## config.mk

```make
export PLATFORM = sky130hd
export DESIGN_NAME = freq_display_driver
export DESIGN_NICKNAME = d
export VERILOG_FILES = /design/src/rtl/freq_display_driver.sv
export SDC_FILE = /design/constraint.sdc
export NUM_CORES = 1
export LEC_CHECK = 0
export ABC_AREA = 1
export BUFFER_PORTS_ARGS = -buffer_cell sky130_fd_sc_hd__buf_2
export CELL_PAD_IN_SITES_DETAIL_PLACEMENT = 1
export CELL_PAD_IN_SITES_GLOBAL_PLACEMENT = 2
export CORE_UTILIZATION = 34
export CTS_BUF_LIST = sky130_fd_sc_hd__clkbuf_4 sky130_fd_sc_hd__clkbuf_8 sky130_fd_sc_hd__clkbuf_16
export DETAILED_ROUTE_END_ITERATION = 8
export PLACE_DENSITY = 0.82
export SYNTH_ARGS = -nofsm -noshare
export SYNTH_HDL_FRONTEND = slang
export SYNTH_SLANG_ARGS = --single-unit
```

## constraint.sdc

```tcl
create_clock -name CLK -period 2.7 [get_ports CLK]
set_input_delay 0.135 -clock CLK [delete_from_list [all_inputs] [get_ports CLK]]
set_output_delay 0.135 -clock CLK [all_outputs]
set_load 0.01 [all_outputs]
```

## src/rtl/freq_display_driver.sv

```systemverilog
// freq_display_driver
// Takes the 12-bit frequency reading (0-4095 Hz) and converts it to four BCD
// digits with a sequential shift-add-3 (double-dabble) FSM. The digits are
// time-multiplexed onto a 4-digit common-anode 7-segment display, where the
// segments and anodes are active-low. Leading zeros can be blanked, and the
// display only ever shows the result of the last completed conversion.

module freq_display_driver #(
  parameter int REFRESH_DIV = 100000,
  parameter bit BLANK_LZ    = 1'b1
) (
  input  logic        CLK,
  input  logic        RST,
  input  logic [11:0] FREQ,
  output logic [15:0] BCD,
  output logic        BUSY,
  output logic [3:0]  AN,
  output logic [6:0]  SEG,
  output logic        DP
);

  typedef enum logic [1:0] {
    IDLE,
    SHIFT,
    LOAD
  } state_t;

  localparam int CNT_W = (REFRESH_DIV > 1) ? $clog2(REFRESH_DIV) : 1;
  localparam logic [CNT_W-1:0] CNT_LAST = CNT_W'(REFRESH_DIV - 1);

  state_t      state;
  logic [27:0] shift_reg;
  logic [27:0] adjusted;
  logic [11:0] last_conv;
  logic [3:0]  bit_cnt;

  logic [CNT_W-1:0] refresh_cnt;
  logic [1:0]       digit_idx;
  logic [3:0]       digit_nib;
  logic [6:0]       seg_dec;
  logic             blank_slot;

  // Add 3 to every BCD nibble that is 5 or more, ahead of the next left shift
  always_comb begin
    adjusted = shift_reg;
    for (int n = 0; n < 4; n++) begin
      if (shift_reg[12 + 4*n +: 4] >= 4'd5) begin
        adjusted[12 + 4*n +: 4] = shift_reg[12 + 4*n +: 4] + 4'd3;
      end
    end
  end

  // Conversion FSM: start when FREQ differs from the last value converted,
  // do 12 shift iterations, then publish the whole BCD result in one step
  always_ff @(posedge CLK) begin
    if (RST) begin
      state     <= IDLE;
      shift_reg <= '0;
      last_conv <= '0;
      bit_cnt   <= '0;
      BCD       <= '0;
      BUSY      <= 1'b0;
    end else begin
      case (state)
        IDLE: begin
          if (FREQ != last_conv) begin
            shift_reg <= {16'b0, FREQ};
            last_conv <= FREQ;
            bit_cnt   <= '0;
            BUSY      <= 1'b1;
            state     <= SHIFT;
          end
        end
        SHIFT: begin
          shift_reg <= adjusted << 1;
          bit_cnt   <= bit_cnt + 4'd1;
          if (bit_cnt == 4'd11) begin
            state <= LOAD;
          end
        end
        LOAD: begin
          BCD   <= shift_reg[27:12];
          BUSY  <= 1'b0;
          state <= IDLE;
        end
        default: begin
          state <= IDLE;
        end
      endcase
    end
  end

  // Refresh timer: after REFRESH_DIV cycles, advance to the next digit slot
  always_ff @(posedge CLK) begin
    if (RST) begin
      refresh_cnt <= '0;
      digit_idx   <= 2'd0;
    end else if (refresh_cnt == CNT_LAST) begin
      refresh_cnt <= '0;
      digit_idx   <= digit_idx + 2'd1;
    end else begin
      refresh_cnt <= refresh_cnt + 1'b1;
    end
  end

  // Select the current digit and decide whether it is a leading zero to blank
  always_comb begin
    digit_nib  = BCD[3:0];
    blank_slot = 1'b0;
    case (digit_idx)
      2'd0: begin
        digit_nib  = BCD[3:0];
        blank_slot = 1'b0;
      end
      2'd1: begin
        digit_nib  = BCD[7:4];
        blank_slot = BLANK_LZ && (BCD[15:4] == 12'd0);
      end
      2'd2: begin
        digit_nib  = BCD[11:8];
        blank_slot = BLANK_LZ && (BCD[15:8] == 8'd0);
      end
      2'd3: begin
        digit_nib  = BCD[15:12];
        blank_slot = BLANK_LZ && (BCD[15:12] == 4'd0);
      end
      default: begin
        digit_nib  = BCD[3:0];
        blank_slot = 1'b0;
      end
    endcase
  end

  // Seven-segment decode {g,f,e,d,c,b,a}, active-low; non-decimal codes go dark
  always_comb begin
    seg_dec = 7'h7F;
    case (digit_nib)
      4'd0:    seg_dec = 7'h40;
      4'd1:    seg_dec = 7'h79;
      4'd2:    seg_dec = 7'h24;
      4'd3:    seg_dec = 7'h30;
      4'd4:    seg_dec = 7'h19;
      4'd5:    seg_dec = 7'h12;
      4'd6:    seg_dec = 7'h02;
      4'd7:    seg_dec = 7'h78;
      4'd8:    seg_dec = 7'h00;
      4'd9:    seg_dec = 7'h10;
      default: seg_dec = 7'h7F;
    endcase
  end

  // Register anode and segment drive so the display lines stay glitch-free
  always_ff @(posedge CLK) begin
    if (RST) begin
      AN  <= 4'hF;
      SEG <= 7'h7F;
    end else if (blank_slot) begin
      AN  <= 4'hF;
      SEG <= 7'h7F;
    end else begin
      AN  <= ~(4'b0001 << digit_idx);
      SEG <= seg_dec;
    end
  end

  assign DP = 1'b1;

endmodule

```

==> impl_results.md, run 1 <==
* Status: finished, final reports clean
* Category of the most critical setup path: reg -> reg
* Number of unique standard cell types used by synthesis at 34
* Die outline area at 0.0137 mm2
* Part of the total power dissipated in combinational logic at 0.069
* Cell types with the highest counts after synthesis: 140 x sky130_fd_sc_hd__nand2_1, 93 x sky130_fd_sc_hd__dfxtp_1, 75 x sky130_fd_sc_hd__a21oi_1, 66 x sky130_fd_sc_hd__inv_1, 54 x sky130_fd_sc_hd__nand3_1
* Antenna-violating nets left at 0
* Cell type with the largest total area after synthesis: sky130_fd_sc_hd__dfxtp_1
* Vias in the first global route at 3,978
* Post-CTS clock slew at the launch and capture registers of the worst setup and hold paths at about 70 ps
* Yosys synthesis warning count at 0
* Netlist area before placement at approximately 0.0045 mm2
* Ratio of cells with drive above 1 in the final layout at 0.133
* PD cells at between 500 and 600 mW/mm2
* Number of buffers added on ports at 41
* Wire length of the first global-routing pass at around 18,000 um
* Internal power at about 2.3 mW
* Number of antenna repair diodes at 0
* Cells after Synth at just over 600
* DRC violation total after the first TritonRoute iteration at 141
* Critical Path Slowest Stage Cell: sky130_fd_sc_hd__o21ai_0
* Share of flip-flops with an asynchronous set or reset after synthesis at 0
* Largest fanout on the critical path at 7
* Latest clock arrival within the worst-skew pair at 350 ps
* Final critical-path setup slack at 424 ps
* Cts bufs inserted at 9
* Count of clock tree sinks at a little over 90
* Hold WC Path Type: in -> reg
* Average footprint of a synthesized cell at roughly 7.3 um2
* Placed wire-length estimate at 7730 um
* Power dissipated by switching net loads at a little over 0.7 mW
* Clock network fraction of total power at 0.451
* Most Frequent Cell on Critical Path: sky130_fd_sc_hd__inv_1
* Switching Fraction at 0.236
* Layout Cells excl Fill at between 800 and 900
* Area of the core at 0.0127 mm2
* Achievable Freq at between 0.4 and 0.5 GHz
* Proportion of synthesized chip area in sequential cells at 0.415
* Worst voltage drop across the vdd grid at roughly 0.24 mV
* Biggest cell delay along the critical path at approximately 480 ps
* Total number of H-tree levels at 3
* Syn_nets at 643
* Net count, final at just under 700
* Fraction of power consumed by sequential logic at 0.481
* Pin count of the biggest net entering global routing at 47
* R2R Setup Slk at 420 ps
* Required time reported for the critical path endpoint at around 2900 ps
* Setup TNS at 0 ps
* Placed cell count at between 800 and 900
* Arrival time at the worst endpoint at 2490 ps
* Starting utilization of the core area at 0.353
* Global route overflow at 0
* Fill cell instance count of the final layout at between 1.5k and 2k
* Area Overhead vs Synth at 14.5%
* Count of maximum capacitance violations at 0
* Antenna violations before repair at 0
* Global router's overall resource usage at 0.170
* First drt pass iteration count at 4
* Synth Register Bits at between 90 and 100
* Most instantiated flip-flop cell in the synthesis netlist: sky130_fd_sc_hd__dfxtp_1
* Average wire per standard cell at between 10 and 15 um
* Transition time at the pin with the least slew margin at between 700 and 800 ps
* Die X-Extent at around 120 um
* Startpoint class of the critical path: flip-flop
* Remaining design rule violation count at 0
* Rows at just over 40
* Most area-consuming cells after synthesis: sky130_fd_sc_hd__dfxtp_1 42%, sky130_fd_sc_hd__nand2_1 12%, sky130_fd_sc_hd__a21oi_1 8.4%
* Final cycle utilization of the critical path at 0.843
* Setup violation total in the final timing report at 0
* Aggregate routed wire length at 11,000 um
* Number of enable flip-flop cells after synthesis at 0
* Post-CTS repair timing setup buffer count at 0
* Setup repair after global routing missed its margin: false
* Setup WS pre-CTS at roughly 450 ps
* Slew Limit Headroom at 0.515
* Number of max-slew violations in the final report at 0
* Die boundary height at between 100 and 150 um
* Largest register FFs at 28
* Total via count after detailed routing at ~4k
* Static leakage at approximately 2.1 nW
* Maximum buffer depth of the clock tree at 2
* Clock tree from TritonCTS: yes
* Category of the worst setup path capture point: flip-flop
* Worst clock skew at 7.15 ps
* Root buffer cell: sky130_fd_sc_hd__clkbuf_16
* Average via count per standard cell at just under 5
* Post-cts repair resize count at 0
* Total I/O pin count at 43
* Count leader, synth: sky130_fd_sc_hd__nand2_1
* Final Critical Period at 2280 ps
* Hold-fix buffers, CTS at 0
* GP Congestion at around 0.8
* Number of failing hold endpoints at the final stage at 0
* Cell Chain, Critical Path: inv_1 > ha_1 > inv_1 > o21ai_0 > inv_1 > ha_1 > or2_2 > nand2_1 > o21ai_0
* Final Power at around 3 mW
* Proportion of netlist area held by the largest area contributor at 0.415
-- layer usage --
metal,GRT usage,vias up,routed length (um)
met1,0.211,1880,5320
li1,-,2063,-
met4,0.0641,0,157
met5,0,-,0
met2,0.295,43,5170
met3,0.0278,13,310
-- stage by stage --
stage	hold WS (ps)	util	area [um2]
after floorplan	278	-	4490
after global placement	407	0.379	4820
after detailed placement	415	0.379	4820
after CTS	44.1	0.404	5140
after global routing	57.5	0.404	5140
final	52.7	0.404	5140
-- final timing paths --
path                             startpoint                        end  depth (start not counted)
hold / removal                      FREQ[5]  last_conv[5]$_SDFFE_PP0P_                          3
hold reg to reg   refresh_cnt[0]$_SDFF_PP0_  refresh_cnt[0]$_SDFF_PP0_                          1
setup / recovery  digit_idx[0]$_SDFFE_PP0N_          SEG[5]$_SDFF_PP1_                          9
setup reg to reg  digit_idx[0]$_SDFFE_PP0N_          SEG[5]$_SDFF_PP1_                          9
-- worst max-delay path: cells and delay by family, from the launching register on --
kind | cells | cell delay (ps)
DFF | 1 | 330
AOI/OAI and AO/OA | 2 | 580
adders and majority gates | 2 | 450
buffers and inverters | 3 | 440
and+or+nand+nor | 2 | 350
-- power by group through the flow --
stage	Sequential, mW	Combinational (mW)	Clock [mW]
global route	1.44	0.238	1.43
finish	1.44	0.206	1.35
CTS	1.44	0.211	1.38
floorplan	1.47	0.151	0
global placement	1.46	0.204	0
detailed placement	1.47	0.210	0
-- cells in the final DEF, fill, tap and decap left out, drive strengths merged, types with 5 or more instances in the layout --
cell type,count
nand3,57
nand4,9
dfxtp,93
buf,47
nor3,5
xnor2,5
ha,18
nand2,147
o21ai,50
xor2,8
clkbuf,13
a21oi,76
inv,66
nor2,36
-- kinds of logic (layout without fill, tap and decap cells) --
group	after synthesis	in the layout	synth area share
compound gates	133	133	0.155
xor+xnor	13	13	0.0254
fa+ha+maj	18	18	0.0502
buf+inv	91	129	0.0845
flops	93	93	0.415
other cells	1	1	0.000836
simple gates	262	262	0.269
-- cell type report --
cell class / instances / area [um2] / share of cell area
inverter: 66 / 248 / 0.0482
timing repair buffer: 47 / 250 / 0.0487
multi-input combinational: 427 / 2240 / 0.437
clock inverter: 3 / 42.5 / 0.00828
tap: 172 / 215 / 0.0419
sequential: 93 / 1860 / 0.362
clock buffer: 13 / 274 / 0.0533
Power figures use the tool's default switching activity.
==> inputs of run 2 (changes only) <==
ABC_AREA = 0   (was 1)
CORE_UTILIZATION = 32   (was 34)
PLACE_DENSITY = 0.78   (was 0.82)
clock period = 1.92 ns   (was 2.7 ns; I/O delays follow)
==> run 2 against run 1 <==
The flow now finishes with violations (negative setup slack). Combinational power grew 61%. Clock skew about the same. Via count rose by 2.1%. Sequential share of layout area down 4.9 points. Area after synthesis is 0.39% higher. Design area increased by 17%. Largest cell class unchanged.
==> impl_results.md, run 2 <==
* Met2 track utilization from global routing at 0.316
* Placed standard-cell area at roughly 0.0051 mm2
* Layout Cells excl Fill at between 700 and 800
* Worst voltage drop across the vdd grid at about 0.34 mV
* Placed wire-length estimate at roughly 8500 um
* Net count, final at roughly 640
* Area Overhead vs Synth at 33.2%
* Count leader, synth: sky130_fd_sc_hd__dfxtp_1
* Number of failing hold endpoints at the final stage at 0
* Utilization after layout at 0.444
* Largest fanout on the critical path at 7
* Root buffer cell: sky130_fd_sc_hd__clkbuf_16
* Fraction of the mapped netlist area in compound gates at 0.193
* Met3 Track Usage GR at 0.0307
* Biggest cell delay along the critical path at about 560 ps
* Most area-consuming cells after synthesis: sky130_fd_sc_hd__dfxtp_1 41%, sky130_fd_sc_hd__a21oi_1 6.4%, sky130_fd_sc_hd__nand2_1 6.0%
* DRC violation total after the first TritonRoute iteration at 251
* Cell Chain, Critical Path: xor2_2 > or4_4 > nor3_4 > buf_6 > a21oi_4 > clkbuf_16 > o32ai_2
* Clock network fraction of total power at 0.459
* Total I/O pin count at 43
* Antenna violations before repair at 0
* Required time reported for the critical path endpoint at between 2000 and 2500 ps
* Final Critical Period at around 2000 ps
* Number of antenna repair diodes at 0
* Ratio of cells with drive above 1 in the final layout at 0.308
* Clock tree from TritonCTS: yes
* GRT met1 Usage at 0.223
* Antenna-violating nets left at 0
* Failing checks: negative setup slack
* Number of buffers added on ports at about 40
* Maximum buffer depth of the clock tree at 2
* Yosys synthesis warning count at 0
* Average via count per standard cell at between 5 and 6
* Total area of sequential cells at between 0.0015 and 0.002 mm2
* Number of enable flip-flop cells after synthesis at 0
* Arrival time at the worst endpoint at 2300 ps
* Final cycle utilization of the critical path at 1.06
* Proportion of synthesized chip area in sequential cells at 0.413
* GP Congestion at ~0.8
* Part of the total power dissipated in combinational logic at 0.077
* Hold-fix buffers, CTS at 0
* Remaining design rule violation count at 0
* Pin count of the biggest net entering global routing at 39
* Endpoint of the most critical setup path: shift_reg[14]$_SDFFE_PP0P_
* Simple logic cell fraction of the synthesized area at 0.191
* Global router's overall resource usage at 0.184
* Final critical-path setup slack at -118 ps
* Launch point of the worst reg-to-reg path: last_conv[11]$_SDFFE_PP0P_
* Post-CTS clock slew at the launch and capture registers of the worst setup and hold paths at 70 ps
* Synth Register Bits at between 90 and 100
* Worst R2R Path Depth at 7
* Hold WC Path Type: in -> reg
* Category of the worst setup path capture point: flip-flop
* First drt pass iteration count at 4
* Global route overflow at 0
* Number of unique standard cell types used by synthesis at between 40 and 50
* Achievable Freq at 0.491 GHz
* Switching Fraction at 0.243
* Endpoint of the worst register-to-register path: shift_reg[14]$_SDFFE_PP0P_
* Static leakage at roughly 2.3 nW
* Minimum hold slack at 27.3 ps
* Area of the core at 0.0135 mm2
* Cts bufs inserted at 9
* Startpoint of the lowest-slack hold path: FREQ[8]
* Most frequent cells in the layout: 84 x sky130_fd_sc_hd__dfxtp_1, 68 x sky130_fd_sc_hd__nand2_1, 53 x sky130_fd_sc_hd__a21oi_1, 49 x sky130_fd_sc_hd__nor2_1, 41 x sky130_fd_sc_hd__buf_2
* Share of flip-flops with an asynchronous set or reset after synthesis at 0
* Die X-Extent at between 100 and 150 um
* Fill cell instance count of the final layout at about 1.6k
* Most common cell after layout, fill and taps aside: sky130_fd_sc_hd__dfxtp_1
* Setup TNS at -2540 ps
* Cell type with the largest total area after synthesis: sky130_fd_sc_hd__dfxtp_1
* Number of max-slew violations in the final report at 0
* Wire length of the first global-routing pass at between 20,000 and 25,000 um
* Fraction of power consumed by sequential logic at 0.464
* Rows at between 40 and 50
* Power dissipated by switching net loads at about 1.1 mW
* Worst clock skew at approximately 6.8 ps
* Vias in the first global route at between 4k and 5k
* Cell types with the highest counts after synthesis: 93 x sky130_fd_sc_hd__dfxtp_1, 72 x sky130_fd_sc_hd__nand2_1, 58 x sky130_fd_sc_hd__a21oi_1, 52 x sky130_fd_sc_hd__nor2_1, 32 x sky130_fd_sc_hd__inv_1
* Setup repair after global routing missed its margin: true
* Cells after Synth at between 500 and 600
* Fraction of synthesized cell area in xor and xnor cells at 0.0700
* Setup WS pre-CTS at -127 ps
* R2R Setup Slk at -120 ps
* Status: finished, violations left
* Average footprint of a synthesized cell at 8.45 um2
* Aggregate routed wire length at around 13,000 um
* Die boundary height at roughly 120 um
* Placed cell count at between 700 and 800
* Largest register FFs at 28
* Slew Limit Headroom at 0.439
* PD cells at slightly above 700 mW/mm2
* Proportion of netlist area held by the largest area contributor at 0.413
* Starting utilization of the core area at 0.333
* Total via count after detailed routing at slightly above 4k
* Startpoint class of the critical path: flip-flop
* Latest clock arrival within the worst-skew pair at between 300 and 400 ps
* Average wire per standard cell at ~16 um
* Syn_nets at between 500 and 600
* Main combinational cell family by area after synthesis: compound AO/OA/AOI/OAI gates
* Count of maximum capacitance violations at 0
* Die outline area at approximately 0.015 mm2
* Area taken by multi-input logic gates at 0.00275 mm2
* Critical Path Slowest Stage Cell: sky130_fd_sc_hd__or4_4
* Total number of H-tree levels at 3
* Setup violation total in the final timing report at 40
* Internal power at approximately 3.3 mW
* Netlist area before placement at around 0.0045 mm2
* Category of the most critical setup path: reg -> reg
* Worst setup startpoint: last_conv[11]$_SDFFE_PP0P_
* Peak-usage layer in the global routing report: met2
* Most instantiated flip-flop cell in the synthesis netlist: sky130_fd_sc_hd__dfxtp_1
* Summed area of non-filler cells in the final layout at 0.00600 mm2
* Adder and majority cell fraction of the synthesized area at 0.0500
* Final Power at roughly 4.3 mW
* Transition time at the pin with the least slew margin at around 840 ps
* Count of clock tree sinks at between 90 and 100
* Portion of netlist area occupied by mux cells at 0.0258
-- run 2: cell count changes in the layout (fill, tap and decap cells not counted), sizes merged, moves of 6 or more --
cell / delta
nor2: +16
a31oi: +6
a21oi: -17
buf: +44
xnor2: +11
o31ai: +11
xor2: +12
inv: -33
o32ai: +12
nand3: -49
nor3: +12
nand2: -75
o21ai: -32
mux2i: +6
-- run 2: power by group through the flow --
| stage | clock network [mW] | logic (mW) | registers, mW |
|---|---|---|---|
| 4_1_cts | 2.04 | 0.311 | 2.01 |
| 2_1_floorplan | 0 | 0.172 | 2.05 |
| 5_1_grt | 2.12 | 0.367 | 2.02 |
| 3_5_place_dp | 0 | 0.286 | 2.05 |
| 6_report | 1.99 | 0.332 | 2.01 |
| 3_3_place_gp | 0 | 0.279 | 2.05 |
-- run 2: worst max-delay path: cells and delay by family (launching register included) --
kind | cells | cell delay [ps]
flip-flops | 1 | 340
AO/OA/AOI/OAI | 2 | 270
buffers and inverters | 2 | 330
XOR/XNOR | 1 | 180
AND/OR/NAND/NOR | 2 | 830
-- run 2: final cells by class --
cell class / count / area share
sequential: 93 / 0.313
inverter: 32 / 0.0209
tap: 176 / 0.0367
timing repair buffer: 92 / 0.116
multi-input combinational: 378 / 0.459
clock inverter: 6 / 0.0159
clock buffer: 10 / 0.0388
-- run 2: worst min-delay path by stage --
| stage | endpoint | slack (ps) | cells past startpoint |
|---|---|---|---|
| 2_1_floorplan | SEG[2]$_SDFF_PP1_ | 210 | 2 |
| 3_3_place_gp | last_conv[8]$_SDFFE_PP0P_ | 370 | 3 |
| 3_5_place_dp | last_conv[8]$_SDFFE_PP0P_ | 380 | 3 |
| 4_1_cts | last_conv[5]$_SDFFE_PP0P_ | 20 | 3 |
| 5_1_grt | last_conv[8]$_SDFFE_PP0P_ | 20 | 3 |
| 6_report | last_conv[8]$_SDFFE_PP0P_ | 30 | 3 |
-- run 2: per-layer routing --
metal | vias up | share of wire | routed length (um)
met4 | 0 | 0.019 | 249
met2 | 69 | 0.50 | 6360
met5 | - | 0 | 0
li1 | 2002 | - | -
met1 | 1993 | 0.45 | 5810
met3 | 19 | 0.030 | 382
-- run 2: logic make-up (layout without fill, tap and decap cells) --
kind of cell,count (synthesis),in the layout
flip-flops,93,93
AO/OA/AOI/OAI,125,125
other,1,1
buffers and inverters,62,140
XOR/XNOR,36,36
multiplexers,11,11
AND/OR/NAND/NOR,187,187
adder cells (fa/ha/maj),18,18
-- run 2: timing repair --
| item | CTS | global route |
|---|---|---|
| pin swaps | 23 | 30 |
| gates resized for setup | 51 | 54 |
| setup endpoints to repair | 41 | 53 |
| buffers inserted | 11 | 7 |
| gates cloned | 0 | 1 |
==> inputs of run 3 (changes only) <==
==> constraint.sdc (replaced) <==
create_clock -name CLK -period 1.92 [get_ports CLK]
set_input_delay 0.384 -clock CLK [delete_from_list [all_inputs] [get_ports CLK]]
set_output_delay 0.384 -clock CLK [all_outputs]
set_load 0.01 [all_outputs]
==> run 3 against run 2 <==
The run still ends with negative setup slack left. Design area decreased by 0.96%. Worst hold slack better by 320 ps. Maximum frequency rose by 1.3%. First-iteration DRC count increased by 20%. Setup slack better by 26 ps. Power is 3.6% lower. Sequential cell count did not move. Critical path depth up 1. Sequential share of layout area is 0.28 points higher. Sequential power barely moved. Largest cell class unchanged. Largest power group unchanged. Highest routed layer unchanged.
==> impl_results.md, run 3 (synthesis results as in run 2) <==
* Status: finished, violations left
* Failing checks: negative setup slack
* Number of max-slew violations in the final report at 0
* Biggest cell delay along the critical path at between 500 and 600 ps
* Final cycle utilization of the critical path at 1.05
* Area taken by multi-input logic gates at between 0.002 and 0.003 mm2
* Length of routed met3 wiring at about 430 um
* Number of buffers added on ports at about 40
* Largest fanout on the critical path at 8
* Latest clock arrival within the worst-skew pair at roughly 350 ps
* Area of the core at roughly 0.014 mm2
* Static leakage at 2.32 nW
* Worst clock skew at approximately 6.9 ps
* Achievable Freq at ~0.50 GHz
* Category of the most critical setup path: reg -> reg
* Global router's overall resource usage at 0.179
* Transition time at the pin with the least slew margin at 1050 ps
* Setup violation total in the final timing report at 30
* Launch point of the worst reg-to-reg path: last_conv[4]$_SDFFE_PP0P_
* Minimum hold slack at 351 ps
* Ratio of cells with drive above 1 in the final layout at 0.307
* Critical Path Slowest Stage Cell: sky130_fd_sc_hd__or4_4
* Vias in the first global route at between 4k and 5k
* Setup TNS at -869 ps
* Endpoint of the worst register-to-register path: last_conv[10]$_SDFFE_PP0P_
* Cell Chain, Critical Path: xor2_2 > or4_4 > nor3_4 > buf_4 > buf_6 > buf_6 > o21ai_0 > a21oi_1
* Maximum buffer depth of the clock tree at 2
* Count of maximum capacitance violations at 0
* Internal power at 3.16 mW
* Total area of sequential cells at approximately 0.0019 mm2
* Average wire per standard cell at approximately 16 um
* Hold WC Path Type: in -> reg
* R2R Setup Slk at -90 ps
* Most Frequent Cell on Critical Path: sky130_fd_sc_hd__buf_6
* Met2 wire length at about 6300 um
* First drt pass iteration count at 4
* Final Critical Period at between 2000 and 2500 ps
* Net count, final at between 600 and 700
* GP Congestion at about 0.8
* Part of the total power dissipated in combinational logic at 0.080
* Average via count per standard cell at 5.15
* Aggregate routed wire length at roughly 13,000 um
* Arrival time at the worst endpoint at about 2300 ps
* Total number of H-tree levels at 3
* Setup repair after global routing missed its margin: true
* Cts bufs inserted at 9
* Root buffer cell: sky130_fd_sc_hd__clkbuf_16
* Rows at 42
* Number of failing hold endpoints at the final stage at 0
* Die boundary height at around 120 um
* Worst voltage drop across the vdd grid at 0.419 mV
* Largest register FFs at 28
* CP top delay family: simple AND/OR/NAND/NOR gates
* Area Overhead vs Synth at 31.9%
* PD cells at around 700 mW/mm2
* Worst R2R Path Depth at 8
* Pin count of the biggest net entering global routing at 49
* Total via count after detailed routing at ~4.1k
* Starting utilization of the core area at 0.333
* Worst Hold Path Cells at 3
* Slew Limit Headroom at 0.295
* Fill cell instance count of the final layout at about 1.6k
* Global route overflow at 0
* Setup WS pre-CTS at -253 ps
* Most common cell after layout, fill and taps aside: sky130_fd_sc_hd__dfxtp_1
* Antenna-violating nets left at 0
* Clock tree from TritonCTS: yes
* Die outline area at around 0.015 mm2
* Utilization after layout at 0.440
* Final critical-path setup slack at -92.5 ps
* Hold Path Sink: shift_reg[0]$_SDFFE_PP0P_
* Met1 Wirelength at 5790 um
* Power dissipated by switching net loads at roughly 1 mW
* Hold-fix buffers, CTS at 0
* Antenna violations before repair at 0
* Die X-Extent at between 100 and 150 um
* Switching Fraction at 0.243
* Remaining design rule violation count at 0
* Top metal layer carrying routed signals: met4
* Post-CTS clock slew at the launch and capture registers of the worst setup and hold paths at ~60 ps
* Placed wire-length estimate at just under 9000 um
* Fraction of power consumed by sequential logic at 0.482
* Number of antenna repair diodes at 0
* Count of clock tree sinks at 93
* Most frequent cells in the layout: 85 x sky130_fd_sc_hd__dfxtp_1, 71 x sky130_fd_sc_hd__nand2_1, 60 x sky130_fd_sc_hd__buf_4, 54 x sky130_fd_sc_hd__a21oi_1, 50 x sky130_fd_sc_hd__nor2_1
* Wire length of the first global-routing pass at 20,600 um
* DRC violation total after the first TritonRoute iteration at 302
* Clock network fraction of total power at 0.438
* Required time reported for the critical path endpoint at 2190 ps
* Startpoint of the lowest-slack hold path: FREQ[0]
* Startpoint class of the critical path: flip-flop
* Total I/O pin count at 43
* Category of the worst setup path capture point: flip-flop
* Buffers & Inverters on Critical Path at 3
run 3: power groups by stage:
stage / clock network [mW] / registers (mW) / logic (mW)
after floorplan: 0 / 2.05 / 0.173
after global placement: 0 / 2.05 / 0.298
after detailed placement: 0 / 2.05 / 0.307
after CTS: 1.88 / 2.01 / 0.316
after global routing: 1.97 / 2.02 / 0.369
final: 1.83 / 2.01 / 0.336
run 3: tightest hold or removal path, stage by stage:
cell and delay, ps:
sky130_fd_sc_hd__buf_2 120, sky130_fd_sc_hd__nand2_1 90, sky130_fd_sc_hd__a21oi_2 60
run 3: final cells by class:
class,instances,share of cell area
clock buffer,10,0.0402
clock inverter,6,0.0105
inverter,32,0.0211
multi-input combinational,378,0.446
sequential,93,0.316
tap,176,0.0371
timing repair buffer,110,0.129
run 3: stage by stage:
stage	total power, mW	cell area (um2)	instances
2_1_floorplan	2.23	4520	533
3_5_place_dp	2.36	5240	775
6_report	4.17	5940	805
3_3_place_gp	2.35	5240	775
4_1_cts	4.21	5660	796
5_1_grt	4.36	5940	805
run 3: what timing repair did:
item                                    4_1_cts  5_1_grt
gates cloned                                  0        0
pin swaps                                    13       30
gates resized for setup                      26       49
setup buffers                                 5       12
hold endpoints to repair                      0        0
endpoints found under the setup margin       30       68
run 3: worst max-delay path by stage:
stage | from | to | slack, ps | cells after the start
global route | last_conv[4]$_SDFFE_PP0P_ | last_conv[10]$_SDFFE_PP0P_ | -210 | 8
detailed placement | FREQ[9] | shift_reg[5]$_SDFFE_PP0P_ | -250 | 7
floorplan | digit_idx[0]$_SDFFE_PP0N_ | SEG[6]$_SDFF_PP1_ | -30 | 9
global placement | FREQ[9] | shift_reg[3]$_SDFFE_PP0P_ | -210 | 7
CTS | last_conv[10]$_SDFFE_PP0P_ | shift_reg[5]$_SDFFE_PP0P_ | -50 | 6
finish | last_conv[4]$_SDFFE_PP0P_ | last_conv[10]$_SDFFE_PP0P_ | -90 | 8
run 3: layer usage:
layer,up-vias,GRT usage
li1,2031,-
met1,2028,0.225
met2,72,0.305
met3,12,0.0429
met4,0,0.0463
met5,-,0
